<file path="src/rtl/alu_issue_if.sv">
`default_nettype none
// alu_issue_if: decoder-side, ALU-side and consumer-side signals of the issue sequencer.
// slave is the sequencer's view; master is the surrounding environment's view.
interface alu_issue_if #(
  parameter int DATA_W = 32,
  parameter int REG_W  = 5
);
  logic              in_valid;
  logic              in_ready;
  logic [31:0]       in_instr;
  logic [DATA_W-1:0] in_rn_data;
  logic [DATA_W-1:0] in_rm_data;

  logic [DATA_W-1:0] alu_in_one;
  logic [DATA_W-1:0] alu_in_two;
  logic [3:0]        alu_opcode;
  logic [DATA_W-1:0] alu_result;
  logic              alu_zero;
  logic              alu_carry;

  logic              out_valid;
  logic              out_ready;
  logic [DATA_W-1:0] out_result;
  logic [REG_W-1:0]  out_rd;
  logic              out_carry;
  logic              out_branch_taken;
  logic [1:0]        out_mem_op;
  logic              out_illegal;

  modport slave (
    input  in_valid, in_instr, in_rn_data, in_rm_data,
    input  alu_result, alu_zero, alu_carry, out_ready,
    output in_ready, alu_in_one, alu_in_two, alu_opcode,
    output out_valid, out_result, out_rd, out_carry, out_branch_taken, out_mem_op, out_illegal
  );

  modport master (
    output in_valid, in_instr, in_rn_data, in_rm_data,
    output alu_result, alu_zero, alu_carry, out_ready,
    input  in_ready, alu_in_one, alu_in_two, alu_opcode,
    input  out_valid, out_result, out_rd, out_carry, out_branch_taken, out_mem_op, out_illegal
  );
endinterface
`default_nettype wire

</file>
<file path="src/rtl/alu_issue.sv">
`default_nettype none
// alu_issue: LEGv8 execute-stage issue sequencer (decode, operand select, ALU wait, result hold).
// Optional feature macro ALU_ISSUE_BYPASS_EN forwards the held result into the next accepted operands.
module alu_issue #(
  parameter int DATA_W = 32,
  parameter int REG_W  = 5
) (
  input  logic       clock,
  input  logic       reset_n,
  alu_issue_if.slave bus
);

  typedef enum logic [1:0] {
    S_IDLE = 2'd0,
    S_EXEC = 2'd1,
    S_CAPT = 2'd2,
    S_HOLD = 2'd3
  } state_t;

  state_t            r_state;
  logic [DATA_W-1:0] r_alu_a;
  logic [DATA_W-1:0] r_alu_b;
  logic [3:0]        r_code;
  logic [REG_W-1:0]  r_rd_p;
  logic [1:0]        r_mem_p;
  logic              r_ill_p;
  logic              r_out_valid;
  logic [DATA_W-1:0] r_out_result;
  logic [REG_W-1:0]  r_out_rd;
  logic              r_out_carry;
  logic              r_out_br;
  logic [1:0]        r_out_mem;
  logic              r_out_ill;

  logic [10:0]       w_op11;
  logic              w_add, w_sub, w_and, w_orr, w_eor, w_ldur, w_stur;
  logic              w_cbz, w_addi, w_movz, w_rtype, w_ill;
  logic [3:0]        w_code;
  logic [1:0]        w_mem;
  logic [DATA_W-1:0] w_a, w_b, w_op_a, w_op_b;
  logic              w_in_ready, w_accept;

  assign w_op11  = bus.in_instr[31:21];
  assign w_add   = (w_op11 == 11'b10001011000);
  assign w_sub   = (w_op11 == 11'b11001011000);
  assign w_and   = (w_op11 == 11'b10001010000);
  assign w_orr   = (w_op11 == 11'b10101010000);
  assign w_eor   = (w_op11 == 11'b11001010000);
  assign w_ldur  = (w_op11 == 11'b11111000010);
  assign w_stur  = (w_op11 == 11'b11111000000);
  assign w_cbz   = (bus.in_instr[31:24] == 8'b10110100);
  assign w_addi  = (bus.in_instr[31:22] == 10'b1001000100);
  // MOVZ is only legal with hw == 00, so the shift field is part of the match
  assign w_movz  = (w_op11 == 11'b11010010100);
  assign w_rtype = w_add | w_sub | w_and | w_orr | w_eor;
  assign w_ill   = ~(w_rtype | w_ldur | w_stur | w_cbz | w_addi | w_movz);
  assign w_mem   = {w_stur, w_ldur};

  always_comb begin
    w_code = 4'b0000;
    if (w_add | w_ldur | w_stur | w_addi) w_code = 4'b0010;
    else if (w_sub)                       w_code = 4'b1010;
    else if (w_and)                       w_code = 4'b0110;
    else if (w_orr)                       w_code = 4'b0100;
    else if (w_eor)                       w_code = 4'b1001;
    else if (w_cbz)                       w_code = 4'b0111;
    else if (w_movz)                      w_code = 4'b1101;
  end

  assign w_a = w_movz ? {{(DATA_W-16){1'b0}}, bus.in_instr[20:5]} : bus.in_rn_data;
  assign w_b = (w_ldur | w_stur) ? {{(DATA_W-9){bus.in_instr[20]}}, bus.in_instr[20:12]} :
               w_addi            ? {{(DATA_W-12){1'b0}}, bus.in_instr[21:10]}            :
                                   bus.in_rm_data;

`ifdef ALU_ISSUE_BYPASS_EN
  logic             w_fwd_ok;
  logic [REG_W-1:0] w_rn_idx, w_rm_idx;

  // Accepts only happen in IDLE or HOLD, so HOLD is the only state with a live producer
  assign w_fwd_ok = (r_state == S_HOLD) && !r_out_ill && (r_out_mem != 2'b01) &&
                    (r_out_rd != REG_W'(31));
  assign w_rn_idx = REG_W'(bus.in_instr[9:5]);
  assign w_rm_idx = w_cbz ? REG_W'(bus.in_instr[4:0]) : REG_W'(bus.in_instr[20:16]);
  assign w_op_a   = (w_fwd_ok && !w_movz && (r_out_rd == w_rn_idx)) ? r_out_result : w_a;
  assign w_op_b   = (w_fwd_ok && (w_rtype | w_cbz) && (r_out_rd == w_rm_idx)) ? r_out_result : w_b;
`else
  assign w_op_a = w_a;
  assign w_op_b = w_b;
`endif

  assign w_in_ready = (r_state == S_IDLE) || ((r_state == S_HOLD) && bus.out_ready);
  assign w_accept   = bus.in_valid && w_in_ready;

  always_ff @(posedge clock or negedge reset_n) begin
    if (!reset_n) begin
      r_state      <= S_IDLE;
      r_alu_a      <= '0;
      r_alu_b      <= '0;
      r_code       <= 4'b0000;
      r_rd_p       <= '0;
      r_mem_p      <= 2'b00;
      r_ill_p      <= 1'b0;
      r_out_valid  <= 1'b0;
      r_out_result <= '0;
      r_out_rd     <= '0;
      r_out_carry  <= 1'b0;
      r_out_br     <= 1'b0;
      r_out_mem    <= 2'b00;
      r_out_ill    <= 1'b0;
    end else begin
      if (w_accept) begin
        r_alu_a <= w_op_a;
        r_alu_b <= w_op_b;
        r_code  <= w_code;
        r_rd_p  <= REG_W'(bus.in_instr[4:0]);
        r_mem_p <= w_mem;
        r_ill_p <= w_ill;
      end
      case (r_state)
        S_IDLE: if (w_accept) r_state <= S_EXEC;
        S_EXEC: r_state <= S_CAPT;
        S_CAPT: begin
          r_out_valid  <= 1'b1;
          r_out_result <= r_ill_p ? '0 : bus.alu_result;
          r_out_carry  <= bus.alu_carry && ((r_code == 4'b0010) || (r_code == 4'b1010));
          r_out_br     <= (r_code == 4'b0111) && bus.alu_zero;
          r_out_rd     <= r_rd_p;
          r_out_mem    <= r_mem_p;
          r_out_ill    <= r_ill_p;
          r_state      <= S_HOLD;
        end
        S_HOLD: if (bus.out_ready) begin
          r_out_valid <= 1'b0;
          r_state     <= w_accept ? S_EXEC : S_IDLE;
        end
        default: r_state <= S_IDLE;
      endcase
    end
  end

  assign bus.in_ready         = w_in_ready;
  assign bus.alu_in_one       = r_alu_a;
  assign bus.alu_in_two       = r_alu_b;
  assign bus.alu_opcode       = r_code;
  assign bus.out_valid        = r_out_valid;
  assign bus.out_result       = r_out_result;
  assign bus.out_rd           = r_out_rd;
  assign bus.out_carry        = r_out_carry;
  assign bus.out_branch_taken = r_out_br;
  assign bus.out_mem_op       = r_out_mem;
  assign bus.out_illegal      = r_out_ill;

endmodule
`default_nettype wire

</file>
<file path="src/flat_wrapper.sv">
// flat-port wrapper written by rule: the top's interface ports become plain ports
module alu_issue_flat 
#(
  parameter int DATA_W = 32,
  parameter int REG_W  = 5
)
  (clock, reset_n, bus_in_valid, bus_in_instr, bus_in_rn_data, bus_in_rm_data, bus_alu_result, bus_alu_zero, bus_alu_carry, bus_out_ready, bus_in_ready, bus_alu_in_one, bus_alu_in_two, bus_alu_opcode, bus_out_valid, bus_out_result, bus_out_rd, bus_out_carry, bus_out_branch_taken, bus_out_mem_op, bus_out_illegal);
  alu_issue_if #(.DATA_W(DATA_W), .REG_W(REG_W)) bus_i ();
  input  logic clock;
  input  logic reset_n;
  input wire logic [$bits(bus_i.in_valid)-1:0] bus_in_valid;
  input wire logic [$bits(bus_i.in_instr)-1:0] bus_in_instr;
  input wire logic [$bits(bus_i.in_rn_data)-1:0] bus_in_rn_data;
  input wire logic [$bits(bus_i.in_rm_data)-1:0] bus_in_rm_data;
  input wire logic [$bits(bus_i.alu_result)-1:0] bus_alu_result;
  input wire logic [$bits(bus_i.alu_zero)-1:0] bus_alu_zero;
  input wire logic [$bits(bus_i.alu_carry)-1:0] bus_alu_carry;
  input wire logic [$bits(bus_i.out_ready)-1:0] bus_out_ready;
  output wire logic [$bits(bus_i.in_ready)-1:0] bus_in_ready;
  output wire logic [$bits(bus_i.alu_in_one)-1:0] bus_alu_in_one;
  output wire logic [$bits(bus_i.alu_in_two)-1:0] bus_alu_in_two;
  output wire logic [$bits(bus_i.alu_opcode)-1:0] bus_alu_opcode;
  output wire logic [$bits(bus_i.out_valid)-1:0] bus_out_valid;
  output wire logic [$bits(bus_i.out_result)-1:0] bus_out_result;
  output wire logic [$bits(bus_i.out_rd)-1:0] bus_out_rd;
  output wire logic [$bits(bus_i.out_carry)-1:0] bus_out_carry;
  output wire logic [$bits(bus_i.out_branch_taken)-1:0] bus_out_branch_taken;
  output wire logic [$bits(bus_i.out_mem_op)-1:0] bus_out_mem_op;
  output wire logic [$bits(bus_i.out_illegal)-1:0] bus_out_illegal;
  assign bus_i.in_valid = bus_in_valid;
  assign bus_i.in_instr = bus_in_instr;
  assign bus_i.in_rn_data = bus_in_rn_data;
  assign bus_i.in_rm_data = bus_in_rm_data;
  assign bus_i.alu_result = bus_alu_result;
  assign bus_i.alu_zero = bus_alu_zero;
  assign bus_i.alu_carry = bus_alu_carry;
  assign bus_i.out_ready = bus_out_ready;
  assign bus_in_ready = bus_i.in_ready;
  assign bus_alu_in_one = bus_i.alu_in_one;
  assign bus_alu_in_two = bus_i.alu_in_two;
  assign bus_alu_opcode = bus_i.alu_opcode;
  assign bus_out_valid = bus_i.out_valid;
  assign bus_out_result = bus_i.out_result;
  assign bus_out_rd = bus_i.out_rd;
  assign bus_out_carry = bus_i.out_carry;
  assign bus_out_branch_taken = bus_i.out_branch_taken;
  assign bus_out_mem_op = bus_i.out_mem_op;
  assign bus_out_illegal = bus_i.out_illegal;
  alu_issue #(.DATA_W(DATA_W), .REG_W(REG_W)) u_core (.clock(clock), .reset_n(reset_n), .bus(bus_i));
endmodule
</file>
<file path="config.mk">
export PLATFORM = sky130hd
export DESIGN_NAME = alu_issue_flat
export DESIGN_NICKNAME = d
export VERILOG_FILES = /design/src/rtl/alu_issue_if.sv /design/src/rtl/alu_issue.sv /design/src/flat_wrapper.sv
export SDC_FILE = /design/constraint.sdc
export NUM_CORES = 1
export LEC_CHECK = 0
export BUFFER_PORTS_ARGS = -buffer_cell sky130_fd_sc_hd__buf_2
export CAP_MARGIN = 20
export CORE_ASPECT_RATIO = 0.8
export CORE_UTILIZATION = 47
export DETAILED_ROUTE_END_ITERATION = 12
export PLACE_DENSITY_LB_ADDON = 0.1
export SYNTH_ARGS = -nofsm -noshare
export SYNTH_HDL_FRONTEND = slang
export SYNTH_SLANG_ARGS = --single-unit
</file>
<file path="constraint.sdc">
create_clock -name clock -period 2.3 [get_ports clock]
set_input_delay 0.115 -clock clock [delete_from_list [all_inputs] [get_ports clock]]
set_output_delay 0.115 -clock clock [all_outputs]
set_load 0.05 [all_outputs]
</file>
==> metrics.md, run 1 <==
| Metric | Value |
|---|---|
| RR Endpoint | `u_core.bus.alu_in_two[9]` |
| Setup TNS | `0 ns` |
| Synth warn | `0` |
| Iteration-0 DRC Markers | `272` |
| Sequential share of power | `approximately 30%` |
| Post-synth top area share | `54.9%` |
| CP arrival | `2.43 ns` |
| Core Box Area | `roughly 0.011 sq mm` |
| Final Critical Period | `around 2.2 ns` |
| Post-synthesis sequential area ratio | `between 50% and 60%` |
| Detail Route Antenna Nets | `0` |
| Vias in the first global route | `between 5,000 and 6,000` |
| Final cycle utilization of the critical path | `94.7%` |
| Max Clock Skew | `0.0123 ns` |
| Worst Hold End | `u_core.bus.alu_in_one[26]` |
| Sw power | `~5.8 mW` |
| Slew Limit Fails | `0` |
| Combinational power share | `~50%` |
| Die Ht | `roughly 99 microns` |
| Synth area leaders | `dfrtp_1, nand2_1, nand3b_1` |
| Area of the mapped netlist | `~0.0055 sq mm` |
| Setup crit end kind | `register` |
| First-pass DRT Iterations | `4` |
| # clock sinks | `between 100 and 150` |
| Port bufs | `roughly 250` |
| Full die area | `0.0122 sq mm` |
| VDD IR max | `~0.94 mV` |
| Max incr delay on CP | `~0.57 ns` |
| Seq cells post-synth | `121` |
| Final estimated routing congestion in global placement | `about 0.83` |
| Crit Path Max Fanout | `32` |
| Setup violations, final | `0` |
| CTS tree | `done` |
| Cell taking the most area after synthesis | `dfrtp_1` |
| Power per cell area | `around 1400 mW/mm^2` |
| Worst Path Buf+Inv | `4` |
| Largest net degree at the start of global routing | `71` |
| Top delay family on crit path | `buffers and inverters` |
| Clk slew on worst S/H paths | `around 0.050 ns` |
| Gr usage total | `a little over a quarter` |
| Layout cell share with drive strength beyond 1 | `about a third` |
| Min-delay worst type | `in -> reg` |
| Std cell rows | `34` |
| Synth cell count leaders | `dfrtp_1, nand2_1, o21ai_0` |
| HP Start | `bus_in_rn_data[26]` |
| Reg2reg path depth | `7` |
| Crit-path slowest cell | `dlygate4sd3_1` |
| Initial antenna violation count | `1` |
| Clk_lat worst skew | `about 0.4 ns` |
| Worst hold stages | `3` |
| Min Hold Slack | `-0.00665 ns` |
| Die X-Extent | `approximately 120 microns` |
| Leakage | `approximately 4.1 nW` |
| First-pass GRT wire length | `between 20,000 and 30,000 microns` |
| Cell area after layout | `around 0.0083 sq mm` |
| Dpl ws | `0.287 ns` |
| Area Growth Syn to Fin | `50.1%` |
| Post-Syn Nets | `700` |
| Synth unique cells | `between 40 and 50` |
| Gr ovfl total | `0` |
| Worst Path Required | `2.56 ns` |
| CTS resizes | `0` |
| Routed WL | `approximately 16,000 microns` |
| H-tree depth | `4` |
| Mapped Cells | `approximately 560` |
| Post-synth ARST share | `between 90% and 100%` |
| Clock network power share | `19.4%` |
| Most frequent cell after synthesis | `dfrtp_1` |
| Post-CTS setup-driven buffer insertion count | `0` |
| Failing checks | `negative hold slack` |
| Initial core utilization | `about 49%` |
| I/O pins | `around 250` |
| Max_slew headroom | `46.8%` |
| Post-synth EDFFs | `0` |
| Clock buffer depth | `2` |
| CTS root buf | `clkbuf_16` |
| Total power | `11.7 mW` |
| Wire length per cell | `15.5 microns` |
| Max-cap viol count | `0` |
| RSZ-0062 raised after global routing | `false` |
| R2r setup slk | `slightly below 0.3 ns` |
| Crit start category | `input pin` |
| DR vias | `5,410` |
| Post-DP HPWL | `10,700 microns` |
| Remaining DRCs | `0` |
| Fmax | `between 400 and 500 MHz` |
| Mean cell area of the mapped netlist | `slightly below 10 sq um` |
| Critical-path cell list | `dlygate4sd3_1, buf_2, nand4bb_1, nor3_4, buf_12, mux2i_1, dlygate4sd3_1, o21ai_1` |
| Nets | `~1,000` |
| Crit Path Category | `in -> reg` |
| Drt via density | `5.18` |
| # diodes | `0` |
| Worst slew pin tran | `0.799 ns` |
| P_int | `a little under 6 mW` |
| Worst Slack Setup Final | `~0.12 ns` |
| Placed Area | `0.00691 sq mm` |
| R2R Path Start | `u_core.r_state[1]` |
| Post-synth top flop | `dfrtp_1` |
| Status | `finished, violations left` |
| Num CTS Buffers | `17` |
| Most common cell on crit path | `dlygate4sd3_1` |
| Hold Violations, Final | `1` |
| Switch share | `between 40% and 50%` |
| Hold buffers post-CTS | `86` |
[cell families (layout without fill, tap and decap cells)]
group / after synthesis / after routing / share of synthesized area, %
and+or+nand+nor: 189 / 189 / 18.1
AOI/OAI and AO/OA: 142 / 142 / 14.9
DFF: 121 / 121 / 54.9
buffers and inverters: 77 / 416 / 5.81
muxes: 29 / 29 / 5.49
adders and majority gates: 4 / 4 / 0.907
[power by group through the flow]
stage / Clock (mW) / Combinational [mW] / Sequential (mW)
finish: 2.27 / 5.90 / 3.54
detailed placement: 0 / 5.80 / 3.55
CTS: 2.31 / 5.91 / 3.54
floorplan: 0 / 1.58 / 6.25
global route: 2.42 / 6.27 / 3.66
global placement: 0 / 5.68 / 3.52
[worst min-delay path: stages]
cell     delay (ns)
buf_2          0.09
nand2_1        0.04
o21ai_0        0.09
[placed cells by master, fill, tap and decap left out, types with 6 or more instances in the layout]
master,synthesis,layout
buf_2,4,244
dfrtp_1,121,121
dlygate4sd3_1,0,87
nand2_1,81,80
o21ai_0,46,46
o21ai_1,41,41
inv_1,39,39
nand3b_1,37,37
nor2_1,27,27
a21oi_1,22,22
nand3_1,22,22
mux2i_1,19,19
clkbuf_16,0,17
buf_4,1,13
a211oi_1,11,11
mux2_2,9,9
o31a_1,8,8
clkinv_2,0,6
[sequential cells by signal (all words and copies together) (netlist names), 4 cells and up]
name	count
u_core.r_rd_p	5
u_core.bus.alu_opcode	4
u_core.bus.alu_in_two	32
u_core.bus.alu_in_one	32
u_core.bus.out_rd	5
u_core.bus.out_result	32
[cell type report]
class | count | area, sq um
sequential | 121 | 3030
tap | 144 | 180
inverter | 39 | 146
clock inverter | 9 | 53.8
multi-input combinational | 364 | 2170
fill | 814 | 2860
timing repair buffer | 347 | 2250
clock buffer | 21 | 450
[how the worst max path moves through the flow]
stage,cells past startpoint,end,startpoint
final,8,u_core.bus.alu_in_one[2],bus_in_instr[22]
after global routing,8,u_core.bus.alu_in_one[2],bus_in_instr[22]
after CTS,8,u_core.bus.alu_in_one[2],bus_in_instr[22]
after detailed placement,6,u_core.bus.alu_in_two[1],bus_in_instr[24]
after global placement,6,u_core.bus.alu_in_two[1],bus_in_instr[24]
after floorplan,8,u_core.bus.alu_in_one[21],u_core.r_state[0]
[per-stage QoR]
stage / std cells / hold WS, ns / utilization [%]
floorplan: 562 / -0.181 / -
global placement: 928 / 0.158 / 62.0
detailed placement: 928 / 0.171 / 62.0
CTS: 1044 / 0.000172 / 74.2
global route: 1045 / 0.00245 / 74.3
finish: 1045 / -0.00665 / 74.3
[per-layer routing]
layer  track usage [%]  vias to the layer above  routed length (microns)
li1                  -                     2594                        -
met1              32.7                     2586                     6720
met2              46.5                      204                     8200
met3              7.47                       26                     1030
met4              8.62                        0                      291
met5                 0                        -                        0
(Power assumes the default switching activity.)
==> run 2, diff against run 1 <==
--- a/config.mk
+++ b/config.mk
@@ -7,8 +7,10 @@
 export LEC_CHECK = 0
 export BUFFER_PORTS_ARGS = -buffer_cell sky130_fd_sc_hd__buf_2
 export CAP_MARGIN = 20
+export CELL_PAD_IN_SITES_DETAIL_PLACEMENT = 0
+export CELL_PAD_IN_SITES_GLOBAL_PLACEMENT = 1
 export CORE_ASPECT_RATIO = 0.8
-export CORE_UTILIZATION = 47
+export CORE_UTILIZATION = 35
 export DETAILED_ROUTE_END_ITERATION = 12
 export PLACE_DENSITY_LB_ADDON = 0.1
 export SYNTH_ARGS = -nofsm -noshare
==> run 2 against run 1 <==
The run now ends clean. Clock-buffer cell count decreased by 4. Clock skew is 0.0033 ns lower. Global-route usage decreased by 5.3 points. Combinational power up 0.8%. Largest cell class unchanged.
==> metrics.md, run 2 (same netlist as run 1, synthesis figures left out) <==
| Metric | Value |
|---|---|
| Status | `complete, no violations (was finished, violations left)` |
| # clock sinks | `121 (unchanged)` |
| Most frequent cells in the layout | `buf_2, dfrtp_1, dlygate4sd3_1 (unchanged)` |
| Worst Path Required | `2.59 ns (was 2.56 ns)` |
| Most common cell after layout, fill and taps aside | `buf_2 (unchanged)` |
| Final cycle utilization of the critical path | `92.9% (was 94.7%)` |
| Iteration-0 DRC Markers | `266 (was 272)` |
| Worst slew pin tran | `0.876 ns (was 0.799 ns)` |
| Setup crit end kind | `register (unchanged)` |
| First-pass DRT Iterations | `4 (unchanged)` |
| Detail Route Antenna Nets | `0 (unchanged)` |
| First-pass GRT wire length | `27,100 microns (was 25,400 microns)` |
| VDD IR max | `0.799 mV (was 0.941 mV)` |
| Clk slew on worst S/H paths | `0.06 ns (was 0.05 ns)` |
| Die Ht | `114 microns (was 98.9 microns)` |
| Num CTS Buffers | `17 (unchanged)` |
| Initial antenna violation count | `2 (was 1)` |
| Vias in the first global route | `5,287 (was 5,244)` |
| Max_slew headroom | `41.6% (was 46.8%)` |
| Slew Limit Fails | `0 (unchanged)` |
| Largest net degree at the start of global routing | `46 (was 71)` |
| Hold Violations, Final | `0 (was 1)` |
| Min Hold Slack | `0.0213 ns (was -0.00665 ns)` |
| Fill count | `1,422 (was 814)` |
| Gr usage total | `21.7% (was 27.1%)` |
| R2r setup slk | `0.31 ns (was 0.29 ns)` |
| Std cell rows | `40 (was 34)` |
| I/O pins | `246 (unchanged)` |
| HP Start | `bus_in_instr[11] (was bus_in_rn_data[26])` |
| Switch share | `49.5% (was 49.7%)` |
| Sequential share of power | `29.7% (was 30.2%)` |
| Setup violations, final | `0 (unchanged)` |
| Initial core utilization | `36.3% (was 49.5%)` |
| Clock network power share | `20.7% (was 19.4%)` |
| CTS resizes | `0 (unchanged)` |
| Full die area | `0.0163 sq mm (was 0.0122 sq mm)` |
| Port bufs | `245 (unchanged)` |
| Post-DP HPWL | `11,400 microns (was 10,700 microns)` |
| Routed WL | `16,700 microns (was 16,200 microns)` |
| DR vias | `5,361 (was 5,410)` |
| Combinational power share | `49.7% (was 50.4%)` |
| Setup TNS | `0 ns (unchanged)` |
| P_int | `6.05 mW (was 5.89 mW)` |
| Power per cell area | `1390 mW/mm^2 (was 1410 mW/mm^2)` |
| Layout cell share with drive strength beyond 1 | `34.2% (was 34.1%)` |
| Max-cap viol count | `0 (unchanged)` |
| CTS tree | `done (unchanged)` |
| Die X-Extent | `142 microns (was 123 microns)` |
| Clock buffer depth | `2 (unchanged)` |
| Final Critical Period | `2.14 ns (was 2.18 ns)` |
| Min-delay worst type | `in -> reg (unchanged)` |
| CP arrival | `2.42 ns (was 2.43 ns)` |
| Fmax | `468 MHz (was 459 MHz)` |
| Area Growth Syn to Fin | `55.6% (was 50.1%)` |
| Clk_lat worst skew | `0.42 ns (was 0.40 ns)` |
| Max Clock Skew | `0.00896 ns (was 0.0123 ns)` |
| Nets | `1,043 (was 1,028)` |
| Wire length per cell | `14.8 microns (was 15.5 microns)` |
| Critical Path Source | `bus_in_instr[22] (unchanged)` |
| Drt via density | `4.74 (was 5.18)` |
| Final estimated routing congestion in global placement | `0.774 (was 0.828)` |
| Crit start category | `input pin (unchanged)` |
| Remaining DRCs | `0 (unchanged)` |
| Core Box Area | `0.0152 sq mm (was 0.0111 sq mm)` |
| Crit Path Category | `in -> reg (unchanged)` |
| Leakage | `4.16 nW (was 4.09 nW)` |
| H-tree depth | `4 (unchanged)` |
| R2R Path Start | `u_core.r_state[0] (was u_core.r_state[1])` |
| CTS root buf | `clkbuf_16 (unchanged)` |
| Crit Path Max Fanout | `32 (unchanged)` |
| Sw power | `5.93 mW (was 5.83 mW)` |
| RSZ-0062 raised after global routing | `false (unchanged)` |
| Gr ovfl total | `0 (unchanged)` |
-- run 2: changes by cell type in the layout (fill, tap and decap cells not counted), sizes merged --
cell | previous run | this run
clkinvlp | 2 | 7
inv | 39 | 41
dlygate4sd3 | 87 | 101
buf | 260 | 261
clkinv | 7 | 5
bufinv | 0 | 1
diode | 0 | 2
clkbuf | 21 | 17
-- run 2: power groups by stage --
stage                     registers [mW]  clock network, mW  logic, mW
after floorplan                     6.25                  0       1.58
after global placement              3.54                  0       5.78
after detailed placement            3.57                  0       5.86
after CTS                           3.56               2.55       5.99
after global routing                3.67               2.67       6.36
final                               3.55               2.47       5.95
-- run 2: path summary, 6_finish.rpt --
check                           cells past startpoint                   endpoint
worst min-delay path                                3   u_core.bus.alu_in_two[1]
worst max register to register                      7   u_core.bus.alu_in_two[8]
min in group asynchronous                           2  u_core.bus.alu_in_one[23]
worst min register to register                      2          u_core.r_mem_p[0]
worst max-delay path                                8   u_core.bus.alu_in_one[3]
max in group asynchronous                           3  u_core.bus.out_result[24]
-- run 2: through the flow --
| step | instance area (sq um) | cells | setup slack, ns | util, % | power (mW) |
|---|---|---|---|---|---|
| final | 8580 | 1130 | 0.163 | 56.4 | 12.0 |
| after global routing | 8580 | 1129 | 0.0353 | 56.4 | 12.7 |
| after CTS | 8580 | 1128 | 0.193 | 56.4 | 12.1 |
| after detailed placement | 7010 | 995 | 0.225 | 46.1 | 9.43 |
| after global placement | 7010 | 995 | 0.289 | 46.1 | 9.32 |
| after floorplan | 5520 | 562 | 0.194 | - | 7.83 |
-- run 2: layout make-up --
type / count / area [sq um] / share of cell area (%)
clock inverter: 15 / 129 / 1.50
timing repair buffer: 362 / 2410 / 28.1
tap: 210 / 263 / 3.06
sequential: 121 / 3030 / 35.3
clock buffer: 17 / 425 / 4.96
multi-input combinational: 364 / 2180 / 25.4
antenna: 2 / 5.00 / 0.0583
inverter: 39 / 146 / 1.71
-- run 2: repair_timing --
| action | 4_1_cts | 5_1_grt |
|---|---|---|
| buffers inserted | 0 | 0 |
| hold buffers | 101 | 0 |
| hold endpoints to repair | 128 | 0 |
-- run 2: critical path, cell delays in order --
cell and delay, ns:
dlygate4sd3_1 0.55, buf_2 0.17, nand4bb_1 0.26, nor3_4 0.23
buf_12 0.23, mux2i_1 0.21, dlygate4sd3_1 0.58, o21ai_1 0.06
-- run 2: layer usage --
| metal | vias to the layer above | track usage (%) | part of all wire, % |
|---|---|---|---|
| li1 | 2617 | - | - |
| met1 | 2521 | 27.9 | 45 |
| met2 | 197 | 34.5 | 47 |
| met3 | 26 | 6.86 | 7.0 |
| met4 | 0 | 7.60 | 1.8 |
| met5 | - | 0 | 0 |
==> run 3, diff against run 2 <==
--- a/config.mk
+++ b/config.mk
@@ -5,14 +5,16 @@
 export SDC_FILE = /design/constraint.sdc
 export NUM_CORES = 1
 export LEC_CHECK = 0
+export ABC_AREA = 1
 export BUFFER_PORTS_ARGS = -buffer_cell sky130_fd_sc_hd__buf_2
 export CAP_MARGIN = 20
 export CELL_PAD_IN_SITES_DETAIL_PLACEMENT = 0
 export CELL_PAD_IN_SITES_GLOBAL_PLACEMENT = 1
 export CORE_ASPECT_RATIO = 0.8
-export CORE_UTILIZATION = 35
+export CORE_UTILIZATION = 34
 export DETAILED_ROUTE_END_ITERATION = 12
 export PLACE_DENSITY_LB_ADDON = 0.1
+export REMOVE_ABC_BUFFERS = 1
 export SYNTH_ARGS = -nofsm -noshare
 export SYNTH_HDL_FRONTEND = slang
 export SYNTH_SLANG_ARGS = --single-unit
==> run 3 against run 2 <==
Final area decreased by 0.87%. Sequential cell count stayed put. Clock power rose by 16%. Sequential share of layout area increased by 0.31 points.
==> metrics.md, run 3 <==
| Metric | Value |
|---|---|
| Post-CTS setup-driven buffer insertion count | `0 (unchanged)` |
| Drt via density | `4.66 (was 4.74)` |
| Most common cell after layout, fill and taps aside | `buf_2 (unchanged)` |
| Gr ovfl total | `0 (unchanged)` |
| Register area | `0.00303 sq mm (unchanged)` |
| Most frequent cell after synthesis | `nand2_1 (was dfrtp_1)` |
| Layout cell share with drive strength beyond 1 | `33.5% (was 34.2%)` |
| Remaining DRCs | `0 (unchanged)` |
| Cell area after layout | `0.00851 sq mm (was 0.00858 sq mm)` |
| Post-synth EDFFs | `0 (unchanged)` |
| Area Growth Syn to Fin | `53.1% (was 55.6%)` |
| Initial antenna violation count | `0 (was 2)` |
| Post-synthesis sequential area ratio | `54.5% (was 54.9%)` |
| Setup crit end kind | `register (unchanged)` |
| First-pass DRT Iterations | `4 (unchanged)` |
| First-pass GRT wire length | `28,300 microns (was 27,100 microns)` |
| Detail Route Antenna Nets | `0 (unchanged)` |
| Most frequent cells in the layout | `buf_2, nand2_1, dfrtp_1 (was buf_2, dfrtp_1, dlygate4sd3_1)` |
| Synth unique cells | `30 (was 49)` |
| Min Hold Slack | `0.0151 ns (was 0.0213 ns)` |
| Core Box Area | `0.0159 sq mm (was 0.0152 sq mm)` |
| Clock buffer depth | `2 (unchanged)` |
| Area of the mapped netlist | `0.00556 sq mm (was 0.00552 sq mm)` |
| Initial core utilization | `35.1% (was 36.3%)` |
| Synth warn | `0 (unchanged)` |
| CTS resizes | `0 (unchanged)` |
| Power per cell area | `1580 mW/mm^2 (was 1390 mW/mm^2)` |
| Std cell rows | `41 (was 40)` |
| Clk_lat worst skew | `0.41 ns (was 0.42 ns)` |
| RR Endpoint | `u_core.bus.alu_in_two[20] (was u_core.bus.alu_in_two[8])` |
| DR vias | `5,561 (was 5,361)` |
| Final estimated routing congestion in global placement | `0.847 (was 0.774)` |
| Worst Hold End | `u_core.bus.alu_in_one[11] (was u_core.bus.alu_in_two[1])` |
| Max_slew headroom | `63.8% (was 41.6%)` |
| Crit start category | `register (was input pin)` |
| H-tree depth | `4 (unchanged)` |
| Max Clock Skew | `0.00544 ns (was 0.00896 ns)` |
| R2R Path Start | `u_core.r_state[0] (unchanged)` |
| Post-synth top flop | `dfrtp_1 (unchanged)` |
| Routed WL | `17,900 microns (was 16,700 microns)` |
| Mean cell area of the mapped netlist | `8.73 sq um (was 9.82 sq um)` |
| Crit Path Category | `reg -> reg (was in -> reg)` |
| Num CTS Buffers | `17 (unchanged)` |
| Worst slew pin tran | `0.541 ns (was 0.876 ns)` |
| Mapped Cells | `637 (was 562)` |
| VDD IR max | `0.743 mV (was 0.799 mV)` |
| Hold buffers post-CTS | `83 (was 101)` |
| Seq cells post-synth | `121 (unchanged)` |
| Vias in the first global route | `5,379 (was 5,287)` |
| R2r setup slk | `0.43 ns (was 0.31 ns)` |
| CTS root buf | `clkbuf_16 (unchanged)` |
| Worst Path Required | `2.60 ns (was 2.59 ns)` |
| Worst hold stages | `5 (was 3)` |
| Max-cap viol count | `0 (unchanged)` |
| Post-DP HPWL | `12,300 microns (was 11,400 microns)` |
| CTS tree | `done (unchanged)` |
| Setup TNS | `0 ns (unchanged)` |
| Largest net degree at the start of global routing | `56 (was 46)` |
| Fill count | `1,476 (was 1,422)` |
| Die X-Extent | `145 microns (was 142 microns)` |
| Hold Violations, Final | `0 (unchanged)` |
| HP Start | `bus_in_rn_data[11] (was bus_in_instr[11])` |
| Crit Path Max Fanout | `16 (was 32)` |
| Reg2reg path depth | `8 (was 7)` |
| Final Critical Period | `1.87 ns (was 2.14 ns)` |
| Slew Limit Fails | `0 (unchanged)` |
| I/O pins | `246 (unchanged)` |
| Wire length per cell | `15.0 microns (was 14.8 microns)` |
| Die Ht | `116 microns (was 114 microns)` |
| Placed Area | `0.00703 sq mm (was 0.00701 sq mm)` |
| Status | `complete, no violations (unchanged)` |
| Setup violations, final | `0 (unchanged)` |
| Iteration-0 DRC Markers | `301 (was 266)` |
| Synth cell count leaders | `nand2_1, dfrtp_1, nor2_1 (was dfrtp_1, nand2_1, o21ai_0)` |
| RSZ-0062 raised after global routing | `false (unchanged)` |
| Cell taking the most area after synthesis | `dfrtp_1 (unchanged)` |
| Gr usage total | `21.8% (was 21.7%)` |
| Post-synth top area share | `54.5% (was 54.9%)` |
| Post-synth ARST share | `100% (unchanged)` |
| Port bufs | `245 (unchanged)` |
| Clk slew on worst S/H paths | `0.06 ns (about the same)` |
| Min-delay worst type | `in -> reg (unchanged)` |
| Leakage | `4.56 nW (was 4.16 nW)` |
| Synth area leaders | `dfrtp_1, nand2_1, nand3_1 (was dfrtp_1, nand2_1, nand3b_1)` |
| Full die area | `0.0169 sq mm (was 0.0163 sq mm)` |
| # diodes | `0 (was 2)` |
| CP arrival | `2.18 ns (was 2.42 ns)` |
| Multi-input gate area | `0.00216 sq mm (was 0.00218 sq mm)` |
| Fmax | `534 MHz (was 468 MHz)` |
| # clock sinks | `121 (unchanged)` |
| Nets | `1,104 (was 1,043)` |
| Final cycle utilization of the critical path | `81.5% (was 92.9%)` |
==> run 3: area by class of cell <==
cell class | instances | area share, %
Inverter | 53 | 2.34
Sequential cell | 121 | 35.6
Timing Repair Buffer | 343 | 26.0
Multi-Input combinational cell | 430 | 25.4
Clock inverter | 15 | 2.50
Clock buffer | 17 | 5.00
Tap cell | 215 | 3.16
==> run 3: how the worst max path moves through the flow <==
stage	from	endpoint	slack, ns	cells after the start
6_report	u_core.r_state[0]	u_core.bus.alu_in_two[20]	0.43	8
5_1_grt	u_core.r_state[0]	u_core.r_ill_p	0.21	9
4_1_cts	u_core.r_state[0]	u_core.bus.alu_in_two[20]	0.39	8
3_5_place_dp	u_core.r_state[0]	u_core.bus.alu_in_two[20]	0.38	8
3_3_place_gp	u_core.r_state[0]	u_core.bus.alu_in_two[21]	0.48	8
2_1_floorplan	u_core.r_state[1]	u_core.bus.alu_in_one[0]	-1.86	6
==> run 3: where the power goes <==
group	leakage (nW)	internal, mW	total (mW)	switching [mW]
clock network	0.307	1.84	2.87	1.04
logic	2.78	1.74	6.86	5.12
registers	1.47	3.15	3.71	0.561
total	4.56	6.72	13.4	6.72
==> run 3: kinds of logic after synthesis <==
| kind of cell | after synthesis | share of synthesized area (%) |
|---|---|---|
| AOI/OAI and AO/OA | 105 | 13.3 |
| adders and majority gates | 4 | 0.901 |
| buffers and inverters | 86 | 6.78 |
| DFF | 121 | 54.5 |
| and+or+nand+nor | 321 | 24.6 |
==> run 3: stage by stage <==
step | instances | worst slack, ns | util [%] | power, mW
after detailed placement | 1078 | 0.383 | 44.4 | 10.5
final | 1194 | 0.426 | 53.7 | 13.4
after floorplan | 604 | -1.86 | - | 8.64
after global routing | 1194 | 0.210 | 53.7 | 14.2
after global placement | 1078 | 0.479 | 44.4 | 10.4
after CTS | 1193 | 0.386 | 53.6 | 13.5
==> run 3: critical path: stages (launching register included) <==
cell,delay [ns]
dfrtp_1,0.38
inv_1,0.15
ha_1,0.17
inv_1,0.08
a21boi_4,0.34
nand2_1,0.11
inv_2,0.23
buf_12,0.21
a21oi_1,0.08
==> run 3: layer usage <==
| layer | share of wire (%) | vias up | GRT usage, % |
|---|---|---|---|
| met4 | 1.3 | 0 | 6.81 |
| met5 | 0 | - | 0 |
| met3 | 7.1 | 21 | 6.68 |
| met1 | 45 | 2597 | 27.8 |
| li1 | - | 2734 | - |
| met2 | 47 | 209 | 35.6 |
